==> config.mk <==
export PLATFORM = sky130hd
export DESIGN_NAME = clk_period_meter_flat
export DESIGN_NICKNAME = d
export VERILOG_FILES = /design/src/rtl/clk_period_meter_pkg.sv /design/src/rtl/clk_period_meter_if.sv /design/src/rtl/clk_period_meter_sync_edge_det.sv /design/src/rtl/clk_period_meter.sv /design/src/flat_wrapper.sv
export SDC_FILE = /design/constraint.sdc
export NUM_CORES = 1
export LEC_CHECK = 0
export CAP_MARGIN = 20
export CORE_UTILIZATION = 50
export DETAILED_ROUTE_END_ITERATION = 16
export DONT_BUFFER_PORTS = 1
export PLACE_DENSITY = 0.69
export SLEW_MARGIN = 5
export SYNTH_ARGS = -nofsm -noshare
export SYNTH_HDL_FRONTEND = slang
export SYNTH_HIERARCHICAL = 1
export SYNTH_SLANG_ARGS = --single-unit
==> constraint.sdc <==
create_clock -name clock_in -period 5.1 [get_ports clock_in]
set_input_delay 0.765 -clock clock_in [delete_from_list [all_inputs] [get_ports clock_in]]
set_output_delay 0.765 -clock clock_in [all_outputs]
set_load 0.02 [all_outputs]
==> src/rtl/clk_period_meter_pkg.sv <==
`timescale 1ns/1ps
`default_nettype none
// clk_period_meter_pkg -- state encoding and parameter defaults shared by the period meter.
// Revision 1.0
package clk_period_meter_pkg;

  localparam int DEF_CNT_WIDTH = 28;
  localparam int DEF_TIMEOUT   = 1000;

  localparam logic [2:0] ST_IDLE = 3'd0;
  localparam logic [2:0] ST_ARM  = 3'd1;
  localparam logic [2:0] ST_HIGH = 3'd2;
  localparam logic [2:0] ST_LOW  = 3'd3;
  localparam logic [2:0] ST_LOS  = 3'd4;

endpackage
`default_nettype wire

==> src/rtl/clk_period_meter_if.sv <==
`timescale 1ns/1ps
`default_nettype none
// clk_period_meter_if -- measured signal plus measurement results of the period meter.
// Revision 1.0
interface clk_period_meter_if
  import clk_period_meter_pkg::*;
#(
  parameter int CNT_WIDTH = DEF_CNT_WIDTH
) ();

  logic                 sig_in;
  logic [CNT_WIDTH-1:0] period;
  logic [CNT_WIDTH-1:0] high_time;
  logic                 meas_valid;
  logic                 locked;
  logic                 timeout;

  // master: the side that supplies the slow clock and consumes the results
  modport master (
    output sig_in,
    input  period,
    input  high_time,
    input  meas_valid,
    input  locked,
    input  timeout
  );

  // slave: the meter itself
  modport slave (
    input  sig_in,
    output period,
    output high_time,
    output meas_valid,
    output locked,
    output timeout
  );

endinterface
`default_nettype wire

==> src/rtl/clk_period_meter_sync_edge_det.sv <==
`timescale 1ns/1ps
`default_nettype none
// clk_period_meter_sync_edge_det -- two-flop synchronizer with edge register; reusable for buttons.
// Revision 1.0
module clk_period_meter_sync_edge_det (
  input  wire logic clock_in,
  input  wire logic reset_n,
  input  wire logic din,
  output logic      level,
  output logic      rise,
  output logic      fall,
  output logic      primed
);

  logic       s1;
  logic       s2;
  logic       s3;
  logic [1:0] fill;

  always_ff @(posedge clock_in or negedge reset_n) begin
    if (!reset_n) begin
      s1   <= 1'b0;
      s2   <= 1'b0;
      s3   <= 1'b0;
      fill <= 2'b00;
    end else begin
      s1   <= din;
      s2   <= s1;
      s3   <= s2;
      fill <= {fill[0], 1'b1};
    end
  end

  // level only reflects the real input once the reset zeros have left s1/s2
  assign primed = fill[1];
  assign level  = s2;
  assign rise   = s2 & ~s3;
  assign fall   = ~s2 & s3;

endmodule
`default_nettype wire

==> src/rtl/clk_period_meter.sv <==
`timescale 1ns/1ps
`default_nettype none
// clk_period_meter -- measures period and high time of a slow clock, flags lock and loss-of-signal.
// Revision 1.0
module clk_period_meter
  import clk_period_meter_pkg::*;
#(
  parameter int                   CNT_WIDTH = DEF_CNT_WIDTH,
  parameter logic [CNT_WIDTH-1:0] TIMEOUT   = CNT_WIDTH'(DEF_TIMEOUT)
) (
  input  wire logic          clock_in,
  input  wire logic          reset_n,
  clk_period_meter_if.slave  meter
);

  localparam logic [CNT_WIDTH-1:0] CNT_ONE = CNT_WIDTH'(1);
  localparam logic [CNT_WIDTH-1:0] CNT_MAX = {CNT_WIDTH{1'b1}};

  logic                 level;
  logic                 rise;
  logic                 fall;
  logic                 primed;

  logic [2:0]           state;
  logic [CNT_WIDTH-1:0] count;
  logic [CNT_WIDTH-1:0] count_inc;
  logic [CNT_WIDTH-1:0] hi_lat;
  logic [CNT_WIDTH-1:0] prev_period;
  logic [CNT_WIDTH-1:0] period_q;
  logic [CNT_WIDTH-1:0] high_q;
  logic                 meas_valid_q;
  logic                 locked_q;
  logic                 timeout_q;
  logic                 expired;

  clk_period_meter_sync_edge_det u_sync (
    .clock_in (clock_in),
    .reset_n  (reset_n),
    .din      (meter.sig_in),
    .level    (level),
    .rise     (rise),
    .fall     (fall),
    .primed   (primed)
  );

  assign count_inc = (count == CNT_MAX) ? count : count + CNT_ONE;
  // >= rather than == so a fall taken exactly at the limit still times out in LOW
  assign expired   = (count >= TIMEOUT);

  always_ff @(posedge clock_in or negedge reset_n) begin
    if (!reset_n) begin
      state        <= ST_IDLE;
      count        <= '0;
      hi_lat       <= '0;
      prev_period  <= '0;
      period_q     <= '0;
      high_q       <= '0;
      meas_valid_q <= 1'b0;
      locked_q     <= 1'b0;
      timeout_q    <= 1'b0;
    end else begin
      meas_valid_q <= 1'b0;
      case (state)
        ST_IDLE: begin
          if (primed && !level) begin
            state <= ST_ARM;
          end
        end

        ST_ARM: begin
          if (rise) begin
            count <= CNT_ONE;
            state <= ST_HIGH;
          end
        end

        ST_HIGH: begin
          count <= count_inc;
          if (fall) begin
            hi_lat <= count;
            state  <= ST_LOW;
          end else if (expired) begin
            state       <= ST_LOS;
            timeout_q   <= 1'b1;
            locked_q    <= 1'b0;
            prev_period <= '0;
          end
        end

        ST_LOW: begin
          count <= count_inc;
          if (rise) begin
            period_q     <= count;
            high_q       <= hi_lat;
            meas_valid_q <= 1'b1;
            locked_q     <= (count == prev_period);
            prev_period  <= count;
            count        <= CNT_ONE;
            state        <= ST_HIGH;
          end else if (expired) begin
            state       <= ST_LOS;
            timeout_q   <= 1'b1;
            locked_q    <= 1'b0;
            prev_period <= '0;
          end
        end

        ST_LOS: begin
          if (rise) begin
            timeout_q <= 1'b0;
            count     <= CNT_ONE;
            state     <= ST_HIGH;
          end
        end

        default: begin
          state <= ST_IDLE;
        end
      endcase
    end
  end

  assign meter.period     = period_q;
  assign meter.high_time  = high_q;
  assign meter.meas_valid = meas_valid_q;
  assign meter.locked     = locked_q;
  assign meter.timeout    = timeout_q;

endmodule
`default_nettype wire
==> src/flat_wrapper.sv <==
// flat-port wrapper written by rule: the top's interface ports become plain ports
module clk_period_meter_flat import clk_period_meter_pkg::*;
#(
  parameter int                   CNT_WIDTH = DEF_CNT_WIDTH,
  parameter logic [CNT_WIDTH-1:0] TIMEOUT   = CNT_WIDTH'(DEF_TIMEOUT)
)
  (clock_in, reset_n, meter_sig_in, meter_period, meter_high_time, meter_meas_valid, meter_locked, meter_timeout);
  clk_period_meter_if #(.CNT_WIDTH(CNT_WIDTH)) meter_i ();
  input  wire logic clock_in;
  input  wire logic reset_n;
  input wire logic [$bits(meter_i.sig_in)-1:0] meter_sig_in;
  output wire logic [$bits(meter_i.period)-1:0] meter_period;
  output wire logic [$bits(meter_i.high_time)-1:0] meter_high_time;
  output wire logic [$bits(meter_i.meas_valid)-1:0] meter_meas_valid;
  output wire logic [$bits(meter_i.locked)-1:0] meter_locked;
  output wire logic [$bits(meter_i.timeout)-1:0] meter_timeout;
  assign meter_i.sig_in = meter_sig_in;
  assign meter_period = meter_i.period;
  assign meter_high_time = meter_i.high_time;
  assign meter_meas_valid = meter_i.meas_valid;
  assign meter_locked = meter_i.locked;
  assign meter_timeout = meter_i.timeout;
  clk_period_meter #(.CNT_WIDTH(CNT_WIDTH), .TIMEOUT(TIMEOUT)) u_core (.clock_in(clock_in), .reset_n(reset_n), .meter(meter_i));
endmodule
==> results.txt, run 1 <==
----------------------------------------------------
[Clocking]
  Setup fix buffers added after clock tree synthesis ... 0
  Maximum level of the CTS H-tree ... 4
  Post-cts repair resize count ... 0
  Clock buffers created by TritonCTS ... 17
  Bufs on Longest Clock Path ... 2
  Root Buffer Master ... sky130_fd_sc_hd__clkbuf_16
  Worst-skew pair later-pin latency ... 0.42 ns
  Clock slew seen by the registers of the worst setup and hold paths ... 0.06 ns
  Clk sink count ... 151
  Cts hold-fix bufs ... 0
  TritonCTS clock tree ... done

[Setup path]
  Highest fanout seen on the critical path ... 12
  Slowest cell on the critical path ... sky130_fd_sc_hd__a211oi_1
  List of cells traversed by the critical path ... nor2b_1 -> or3b_2 -> a22o_1 -> a211oi_1 -> a21oi_1 -> a31o_2
  Crit Path Category ... reg2reg
  Worst Setup Start Kind ... flip-flop
  Arr. time, crit path ... 3.43 ns
  Critical path capture point type ... flip-flop
  Cell family contributing the most delay on the critical path ... compound AO/OA/AOI/OAI gates
  Maximum cell stage delay along the critical path ... 0.76 ns
  Crit path buffers/inverters ... 0
  Critical Path RT ... 5.41 ns

[Detailed routing]
  Via total after detailed routing ... 4656
  Drt wl/cell ... 17.9 um
  Drt pass-1 iters ... 5
  DRC violation count after routing ... 0
  Post-detailed-route via-to-cell ratio ... 5.80
  Overall routed net length ... 14400 um
  Number of DRC markers after the initial detailed-route iteration ... 391
  Remaining antenna violation count after routing ... 0

[Cells and area]
  Area growth syn-to-layout ... 9.36%
  Layout cell share with drive strength beyond 1 ... 10.9%
  Most frequent standard cell in the layout excluding fill and tap cells ... sky130_fd_sc_hd__nand2_1
  Nets ... 625
  Utilization after layout ... 57.1%
  Total inserted antenna cells ... 0
  Commonest cells after routing, fill and taps aside ... sky130_fd_sc_hd__nand2_1, sky130_fd_sc_hd__dfrtp_1, sky130_fd_sc_hd__a22o_1

[Power and ir drop]
  Leakage component of the power ... 3.62 nW
  PD cells ... 428 mW/mm^2
  Maximum VDD drop ... 0.274 mV

[Floorplanning]
  Total Die Area ... 0.0139 sq mm
  Core box area ... 0.0128 sq mm
  Die Height ... 118 um
  Die Wd ... 118 um
  Cell row count ... 41
  Starting utilization of the core area ... 52.2%
  I/O pin count ... 62

[Timing]
  Post-Route Setup TNS ... 0 ns
  Final critical-path share of the clock period ... 61.3%
  Setup violation total in the final timing report ... 0
  Time the final worst path needs with I/O delays and setup ... 3.12 ns
  Final hold violation count ... 0
  Transition time at the pin with the least slew margin ... 0.930 ns
  Slew headroom ... 37.6%
  Max Slew Vio Count ... 0
  Unrepaired setup endpoints after global routing ... no
  Final setup skew ... 0.00727 ns
  Fmax ... 320 MHz

[Synth]
  Cell types occupying the most area after synthesis ... sky130_fd_sc_hd__dfrtp_1, sky130_fd_sc_hd__nand2_1, sky130_fd_sc_hd__mux2_2
  #FFs+latches synth ... 151
  Post-synthesis async set-or-reset flop share ... 100%
  Number of flops mapped to enable cells by yosys ... 0
  Mean instance size in the synthesized netlist ... 10.2 sq um
  Post-synthesis sequential area ratio ... 56.4%
  Cell type contributing the most total cell area after synthesis ... sky130_fd_sc_hd__dfrtp_1
  Count of synthesis-stage warnings from yosys ... 6
  Number of unique standard cell types used by synthesis ... 49
  Gate Count Post-Synth ... 657
  Share of the synthesized area in the top cell type ... 56.4%
  Predominant post-synthesis flop cell ... sky130_fd_sc_hd__dfrtp_1
  Post-Syn Nets ... 662
  Syn Std Cell Area ... 0.00670 sq mm

[Global routing]
  Fraction of met1 tracks used by global routing ... 29.8%
  Most Crowded Layer GR ... met2
  Via count of the first global-routing pass ... 4561
  Global router's overall resource usage ... 22.1%
  Largest net degree at the start of global routing ... 152
  Wire length of the first global-routing pass ... 24000 um
  Met2 global-route usage ... 34.4%
  Met3 Use GR ... 5.38%
  Initial antenna violation count ... 0
  Sum of overflow across all layers after global routing ... 0

[Place]
  Number of buffer cells added on primary ports ... 0
  RePlAce Congestion ... 0.829
  Placed wire-length estimate ... 8690 um

[Status]
  Result of the run ... completed

[Job]
  Max cap viols ... 0

[Min path]
  Class of the most critical hold timing path ... in2async

----------------------------------------------------
routing by layer:
layer / part of all wire [%] / vias to the layer above
met1: 46 / 2305
li1: - / 2182
met4: 1.8 / 0
met3: 5.4 / 21
met5: 0 / -
met2: 47 / 148
power breakdown:
| part | internal, mW | switching (mW) | total, mW |
|---|---|---|---|
| Combinational | 0.143 | 0.205 | 0.348 |
| Sequential | 1.29 | 0.163 | 1.45 |
| Clock | 0.866 | 0.467 | 1.33 |
cell type report:
cell class	instances	area [sq um]
inverter	3	11.3
tap	172	215
fill	1094	5500
clock inverter	7	141
sequential	151	3780
clock buffer	23	488
timing repair buffer	3	22.5
multi-input combinational	444	2670
sequential cells by signal, indices dropped and copies added, names as in the netlist, 2 cells and up:
name and flops:
u_core/count 28, u_core/hi_lat 28, u_core/meter.high_time 28, u_core/meter.period 28
u_core/prev_period 28, u_core/state 3, u_core/u_sync/fill 2
synth_stat cells (10+ instances only):
cell and n:
sky130_fd_sc_hd__a21oi_1 13, sky130_fd_sc_hd__a22o_1 30, sky130_fd_sc_hd__clkbuf_1 45, sky130_fd_sc_hd__dfrtp_1 151, sky130_fd_sc_hd__mux2_2 28, sky130_fd_sc_hd__nand2_1 186, sky130_fd_sc_hd__nand3_1 10, sky130_fd_sc_hd__nand4_1 17
sky130_fd_sc_hd__nor2_1 20, sky130_fd_sc_hd__nor4_1 13, sky130_fd_sc_hd__xnor2_1 28, sky130_fd_sc_hd__xor2_1 10
worst register-to-register path, cell delays in order (launching register included):
cell,delay (ns)
sky130_fd_sc_hd__dfrtp_1,0.36
sky130_fd_sc_hd__nor2b_1,0.54
sky130_fd_sc_hd__or3b_2,0.54
sky130_fd_sc_hd__a22o_1,0.41
sky130_fd_sc_hd__a211oi_1,0.76
sky130_fd_sc_hd__a21oi_1,0.15
sky130_fd_sc_hd__a31o_2,0.24
metrics by stage:
stage	total power, mW	cells	hold slack (ns)	setup slack, ns	instance area [sq um]
floorplan	1.73	657	0.331	2.83	6700
global placement	1.80	773	0.332	2.17	6690
detailed placement	1.82	773	0.342	2.00	6690
CTS	3.15	803	0.0252	1.98	7320
global route	3.26	803	0.0208	1.68	7320
finish	3.13	803	0.0398	1.98	7320
final timing paths:
check                                                start  slack, ns                                 end  depth (start not counted)
setup / recovery             u_core/u_sync/level$_DFF_PN0_       1.98        u_core/count[21]$_DFFE_PN0P_                          6
min in group clock_in      u_core/u_sync/fill[0]$_DFF_PN0_       0.35     u_core/u_sync/fill[1]$_DFF_PN0_                          0
hold reg to reg            u_core/u_sync/fill[0]$_DFF_PN0_       0.35     u_core/u_sync/fill[1]$_DFF_PN0_                          0
setup reg to reg             u_core/u_sync/level$_DFF_PN0_       1.98        u_core/count[21]$_DFFE_PN0P_                          6
hold / removal                                     reset_n       0.04  u_core/meter.period[4]$_DFFE_PN0P_                          0
max in group asynchronous                          reset_n       4.84        u_core/count[20]$_DFFE_PN0P_                          0
logic make-up (layout without fill, tap and decap cells):
kind of cell | count (synthesis) | count (layout) | synth area share (%)
flip-flops | 151 | 151 | 56.4
multiplexers | 32 | 32 | 5.31
buffers and inverters | 62 | 36 | 3.91
other | 1 | 1 | 0.0560
AND/OR/NAND/NOR | 287 | 287 | 19.5
XOR/XNOR | 38 | 38 | 4.97
AO/OA/AOI/OAI | 84 | 84 | 9.48
adder cells (fa/ha/maj) | 2 | 2 | 0.374
(Power assumes the default switching activity.)
==> run 2, diff against run 1 <==
==> constraint.sdc (replaced) <==
create_clock -name clock_in -period 2.95 [get_ports clock_in]
set_input_delay 0.4425 -clock clock_in [delete_from_list [all_inputs] [get_ports clock_in]]
set_output_delay 0.4425 -clock clock_in [all_outputs]
set_load 0.02 [all_outputs]
==> results.txt, run 2 (synthesis results as in run 1) <==
----------------------------------------------------
[Timing]
  Final setup skew ... 0.00738 ns
  Slew headroom ... 33.1%
  Transition time at the pin with the least slew margin ... 0.997 ns
  Time the final worst path needs with I/O delays and setup ... 2.63 ns
  Setup violation total in the final timing report ... 0
  Final hold violation count ... 151
  Final critical-path share of the clock period ... 89.3%
  Min Hold Slack ... -0.287 ns
  Post-Route Setup TNS ... 0 ns
  Max Slew Vio Count ... 0
  Unrepaired setup endpoints after global routing ... no
  Fmax ... 380 MHz
  Final Worst Setup Slack ... 0.316 ns

[Setup path]
  Highest fanout seen on the critical path ... 17
  Worst Setup Start Kind ... flip-flop
  Worst r2r src ... u_core/count[13]$_DFFE_PN0P_
  Critical Path RT ... 3.21 ns
  Reg2Reg Capture Point ... u_core/count[10]$_DFFE_PN0P_
  Critical path capture point type ... flip-flop
  Crit Path Category ... reg2reg
  Arr. time, crit path ... 2.89 ns
  Setup slack, reg-to-reg ... 0.32 ns
  R2R depth ... 5

[Detailed routing]
  Drt pass-1 iters ... 4
  Via total after detailed routing ... 4754
  DRC violation count after routing ... 0
  Top Metal Used ... met4
  Overall routed net length ... 14700 um
  Drt wl/cell ... 17.8 um
  Detailed route wirelength on metal2 ... 7110 um
  Number of DRC markers after the initial detailed-route iteration ... 350
  Post-detailed-route via-to-cell ratio ... 5.76
  Routed met3 length ... 826 um
  Remaining antenna violation count after routing ... 0
  Routed length on met1 ... 6480 um

[Place]
  Number of placed instances with taps included ... 793
  Worst-case setup slack after placement ... 0.367 ns
  Placed wire-length estimate ... 9120 um
  Number of buffer cells added on primary ports ... 0
  RePlAce Congestion ... 0.855

[Power and ir drop]
  Leakage component of the power ... 3.72 nW
  Maximum VDD drop ... 0.386 mV
  PD cells ... 721 mW/mm^2

[Cells and area]
  Area growth syn-to-layout ... 11.5%
  Commonest cells after routing, fill and taps aside ... sky130_fd_sc_hd__nand2_1, sky130_fd_sc_hd__dfrtp_1, sky130_fd_sc_hd__a22o_1
  Total inserted antenna cells ... 0
  Nets ... 645
  Layout cell share with drive strength beyond 1 ... 13.9%
  Most frequent standard cell in the layout excluding fill and tap cells ... sky130_fd_sc_hd__nand2_1
  Finished Layout Cells ... 825
  Utilization after layout ... 58.2%
  Filler cell count in the final layout ... 1061

[Global routing]
  Largest net degree at the start of global routing ... 152
  Wire length of the first global-routing pass ... 24700 um
  Sum of overflow across all layers after global routing ... 0
  Initial antenna violation count ... 0
  Global router's overall resource usage ... 22.8%
  Via count of the first global-routing pass ... 4772

[Clocking]
  TritonCTS clock tree ... done
  Setup fix buffers added after clock tree synthesis ... 0
  Clock slew seen by the registers of the worst setup and hold paths ... 0.06 ns
  Clk sink count ... 151
  Maximum level of the CTS H-tree ... 4
  Root Buffer Master ... sky130_fd_sc_hd__clkbuf_16
  Post-cts repair resize count ... 0
  Worst-skew pair later-pin latency ... 0.42 ns
  Clock buffers created by TritonCTS ... 17
  Bufs on Longest Clock Path ... 2

[Floorplanning]
  I/O pin count ... 62
  Die Wd ... 118 um
  Die Height ... 118 um
  Total Die Area ... 0.0139 sq mm
  Core box area ... 0.0128 sq mm
  Starting utilization of the core area ... 52.2%
  Cell row count ... 41

[Status]
  Violations in the final reports ... negative hold slack
  Result of the run ... complete, but fails checks

[Min path]
  Class of the most critical hold timing path ... in2async

[Job]
  Max cap viols ... 0

----------------------------------------------------
run 2: changes by cell type in the layout (fill, tap and decap cells not counted), sizes merged:
cell,previous run,this run
bufinv,4,3
clkinv,1,6
clkbuf,23,21
buf,3,23
run 2: cell type report:
| cell class | instances | area (sq um) | share of cell area, % |
|---|---|---|---|
| repair buffers | 23 | 185 | 2.48 |
| clock buffers | 21 | 460 | 6.17 |
| multi-input cells | 444 | 2670 | 35.7 |
| clock inverters | 11 | 148 | 1.98 |
| inverters | 3 | 11.3 | 0.151 |
| well taps | 172 | 215 | 2.88 |
| flip-flops and latches | 151 | 3780 | 50.6 |
run 2: through the flow:
stage / total power, mW / area, sq um
6_report: 5.38 / 7460
5_1_grt: 5.62 / 7460
4_1_cts: 5.41 / 7460
3_5_place_dp: 3.19 / 6860
3_3_place_gp: 3.16 / 6860
2_1_floorplan: 2.98 / 6700
run 2: worst max-delay path by stage:
stage,endpoint,slack (ns),cells past startpoint,startpoint
after floorplan,u_core/prev_period[18]$_DFFE_PN0P_,0.68,8,u_core/count[11]$_DFFE_PN0P_
after global placement,u_core/count[11]$_DFFE_PN0P_,0.48,6,u_core/u_sync/level$_DFF_PN0_
after detailed placement,u_core/count[10]$_DFFE_PN0P_,0.37,5,u_core/count[13]$_DFFE_PN0P_
after CTS,u_core/count[10]$_DFFE_PN0P_,0.35,5,u_core/count[13]$_DFFE_PN0P_
after global routing,u_core/count[15]$_DFFE_PN0P_,0.06,5,u_core/count[13]$_DFFE_PN0P_
final,u_core/count[10]$_DFFE_PN0P_,0.32,5,u_core/count[13]$_DFFE_PN0P_
run 2: worst max-delay path, cell delays in order (launching register included):
cell	delay (ns)
sky130_fd_sc_hd__dfrtp_1	0.60
sky130_fd_sc_hd__and4_1	0.47
sky130_fd_sc_hd__nand4_1	0.25
sky130_fd_sc_hd__o21ai_1	0.85
sky130_fd_sc_hd__or4_1	0.23
sky130_fd_sc_hd__a21oi_1	0.07
run 2: per-layer routing:
layer	vias to the layer above	GRT usage, %
li1	2211	-
met1	2372	29.6
met2	148	36.5
met3	23	6.25
met4	0	8.65
met5	-	0
run 2: power breakdown:
group | total [mW] | internal (mW) | switching (mW)
combinational | 0.719 | 0.283 | 0.436
clock | 2.22 | 1.38 | 0.848
sequential | 2.44 | 2.22 | 0.214
total | 5.38 | 3.88 | 1.50
==> run 3, diff against run 2 <==
--- a/config.mk
+++ b/config.mk
@@ -6,7 +6,9 @@
 export NUM_CORES = 1
 export LEC_CHECK = 0
 export CAP_MARGIN = 20
+export CORE_MARGIN = 8
 export CORE_UTILIZATION = 50
+export CTS_BUF_LIST = sky130_fd_sc_hd__clkbuf_8 sky130_fd_sc_hd__clkbuf_16
 export DETAILED_ROUTE_END_ITERATION = 16
 export DONT_BUFFER_PORTS = 1
 export PLACE_DENSITY = 0.69
==> results.txt, run 3 (synthesis results as in run 1) <==
----------------------------------------------------
[Power and ir drop]
  Switching component of the power ... 1.50 mW
  PD cells ... 702 mW/mm^2
  Combinational cell fraction of total power ... 13.6%
  Int Pwr ... 3.69 mW
  Maximum VDD drop ... 0.373 mV
  Sequential Power Share ... 47.1%
  Fraction of power spent switching nets ... 28.9%
  Leakage component of the power ... 3.68 nW
  Clock Power Share ... 39.3%

[Min path]
  Class of the most critical hold timing path ... in2async

[Place]
  Number of buffer cells added on primary ports ... 0
  Placed wire-length estimate ... 9750 um
  RePlAce Congestion ... 0.842

[Global routing]
  Initial antenna violation count ... 0
  Global router's overall resource usage ... 18.6%
  Via count of the first global-routing pass ... 4887
  Met3 Use GR ... 6.40%
  Sum of overflow across all layers after global routing ... 0
  Wire length of the first global-routing pass ... 26000 um
  Met2 global-route usage ... 29.3%
  Fraction of met1 tracks used by global routing ... 22.7%
  Largest net degree at the start of global routing ... 152
  Most Crowded Layer GR ... met2

[Clocking]
  Bufs on Longest Clock Path ... 2
  Root Buffer Master ... sky130_fd_sc_hd__clkbuf_16
  TritonCTS clock tree ... done
  Maximum level of the CTS H-tree ... 4
  Clock slew seen by the registers of the worst setup and hold paths ... 0.06 ns
  Clock buffers created by TritonCTS ... 17
  Worst-skew pair later-pin latency ... 0.42 ns
  Clk sink count ... 151

[Detailed routing]
  DRC violation count after routing ... 0
  Via total after detailed routing ... 4733
  Overall routed net length ... 15400 um
  Post-detailed-route via-to-cell ratio ... 5.72
  Number of DRC markers after the initial detailed-route iteration ... 477
  Remaining antenna violation count after routing ... 0
  Drt wl/cell ... 18.6 um
  Drt pass-1 iters ... 7

[Floorplanning]
  Die Wd ... 132 um
  I/O pin count ... 62
  Core box area ... 0.0131 sq mm
  Starting utilization of the core area ... 51.0%
  Cell row count ... 42
  Total Die Area ... 0.0173 sq mm
  Die Height ... 132 um

[Job]
  Max cap viols ... 0

[Timing]
  Final hold violation count ... 151
  Setup violation total in the final timing report ... 0
  Final setup skew ... 0.00670 ns
  Transition time at the pin with the least slew margin ... 1.01 ns
  Slew headroom ... 32.0%
  Unrepaired setup endpoints after global routing ... no
  Max Slew Vio Count ... 0
  Min Hold Slack ... -0.281 ns
  Final critical-path share of the clock period ... 90.7%
  Post-Route Setup TNS ... 0 ns
  Time the final worst path needs with I/O delays and setup ... 2.68 ns
  Fmax ... 374 MHz

[Cells and area]
  Most frequent standard cell in the layout excluding fill and tap cells ... sky130_fd_sc_hd__nand2_1
  Area growth syn-to-layout ... 10.5%
  Total inserted antenna cells ... 0
  Nets ... 644
  Layout cell share with drive strength beyond 1 ... 13.8%
  Commonest cells after routing, fill and taps aside ... sky130_fd_sc_hd__nand2_1, sky130_fd_sc_hd__dfrtp_1, sky130_fd_sc_hd__a22o_1

[Setup path]
  Highest fanout seen on the critical path ... 17
  Critical Path RT ... 3.28 ns
  Arr. time, crit path ... 3.01 ns
  Worst Setup Start Kind ... flip-flop
  Critical path capture point type ... flip-flop
  Crit Path Category ... reg2reg

[Status]
  Violations in the final reports ... negative hold slack
  Result of the run ... complete, but fails checks

----------------------------------------------------
-- run 3: area by class of cell --
type	instances	area, sq um
Inverter	3	11.3
Sequential cell	151	3780
Tap cell	176	220
Multi-Input combinational cell	444	2670
Fill cell	1152	5740
Clock inverter	12	103
Timing Repair Buffer	22	165
Clock buffer	19	453
-- run 3: worst paths after layout --
kind / from / end / slack, ns / cells after the start
max in group asynchronous: reset_n / u_core/hi_lat[16]$_DFFE_PN0P_ / 3.00 / 0
setup reg to reg: u_core/count[15]$_DFFE_PN0P_ / u_core/count[11]$_DFFE_PN0P_ / 0.27 / 5
min in group clock_in: meter_sig_in / u_core/u_sync/s1$_DFF_PN0_ / 0.05 / 0
hold reg to reg: u_core/u_sync/fill[0]$_DFF_PN0_ / u_core/u_sync/fill[1]$_DFF_PN0_ / 0.35 / 0
hold / removal: reset_n / u_core/meter.meas_valid$_DFF_PN0_ / -0.28 / 0
setup / recovery: u_core/count[15]$_DFFE_PN0P_ / u_core/count[11]$_DFFE_PN0P_ / 0.27 / 5
-- run 3: through the flow --
stage	cells	setup slack [ns]	power, mW	instance area [sq um]	util, %
after floorplan	657	0.684	2.98	6700	-
after global placement	796	0.420	3.16	6840	52.1
after detailed placement	796	0.358	3.19	6840	52.1
after CTS	827	0.336	5.24	7400	56.3
after global routing	827	0.0389	5.44	7400	56.3
final	827	0.274	5.20	7400	56.3
-- run 3: metal layers --
metal / up-vias / wire length, um
met2: 138 / 7310
met5: - / 0
met4: 0 / 261
met1: 2362 / 6710
met3: 17 / 1080
li1: 2216 / -
-- run 3: timing repair --
action | CTS | global route
setup buffers | 0 | 0
gates resized for setup | 0 | 0
endpoints found under the hold margin | 151 | 151
-- run 3: power by group through the flow --
stage / Clock [mW] / Sequential, mW / Combinational (mW)
after floorplan: 0 / 2.40 / 0.583
after global placement: 0 / 2.48 / 0.683
after detailed placement: 0 / 2.49 / 0.705
after CTS: 2.09 / 2.45 / 0.706
after global routing: 2.19 / 2.47 / 0.782
final: 2.04 / 2.45 / 0.706
-- run 3: worst max-delay path: stages, from the launching register on --
cell and delay (ns):
sky130_fd_sc_hd__dfrtp_1 0.58, sky130_fd_sc_hd__and4_1 0.48, sky130_fd_sc_hd__nand4_1 0.29, sky130_fd_sc_hd__o21ai_1 0.87, sky130_fd_sc_hd__o31ai_1 0.20, sky130_fd_sc_hd__a21oi_1 0.16
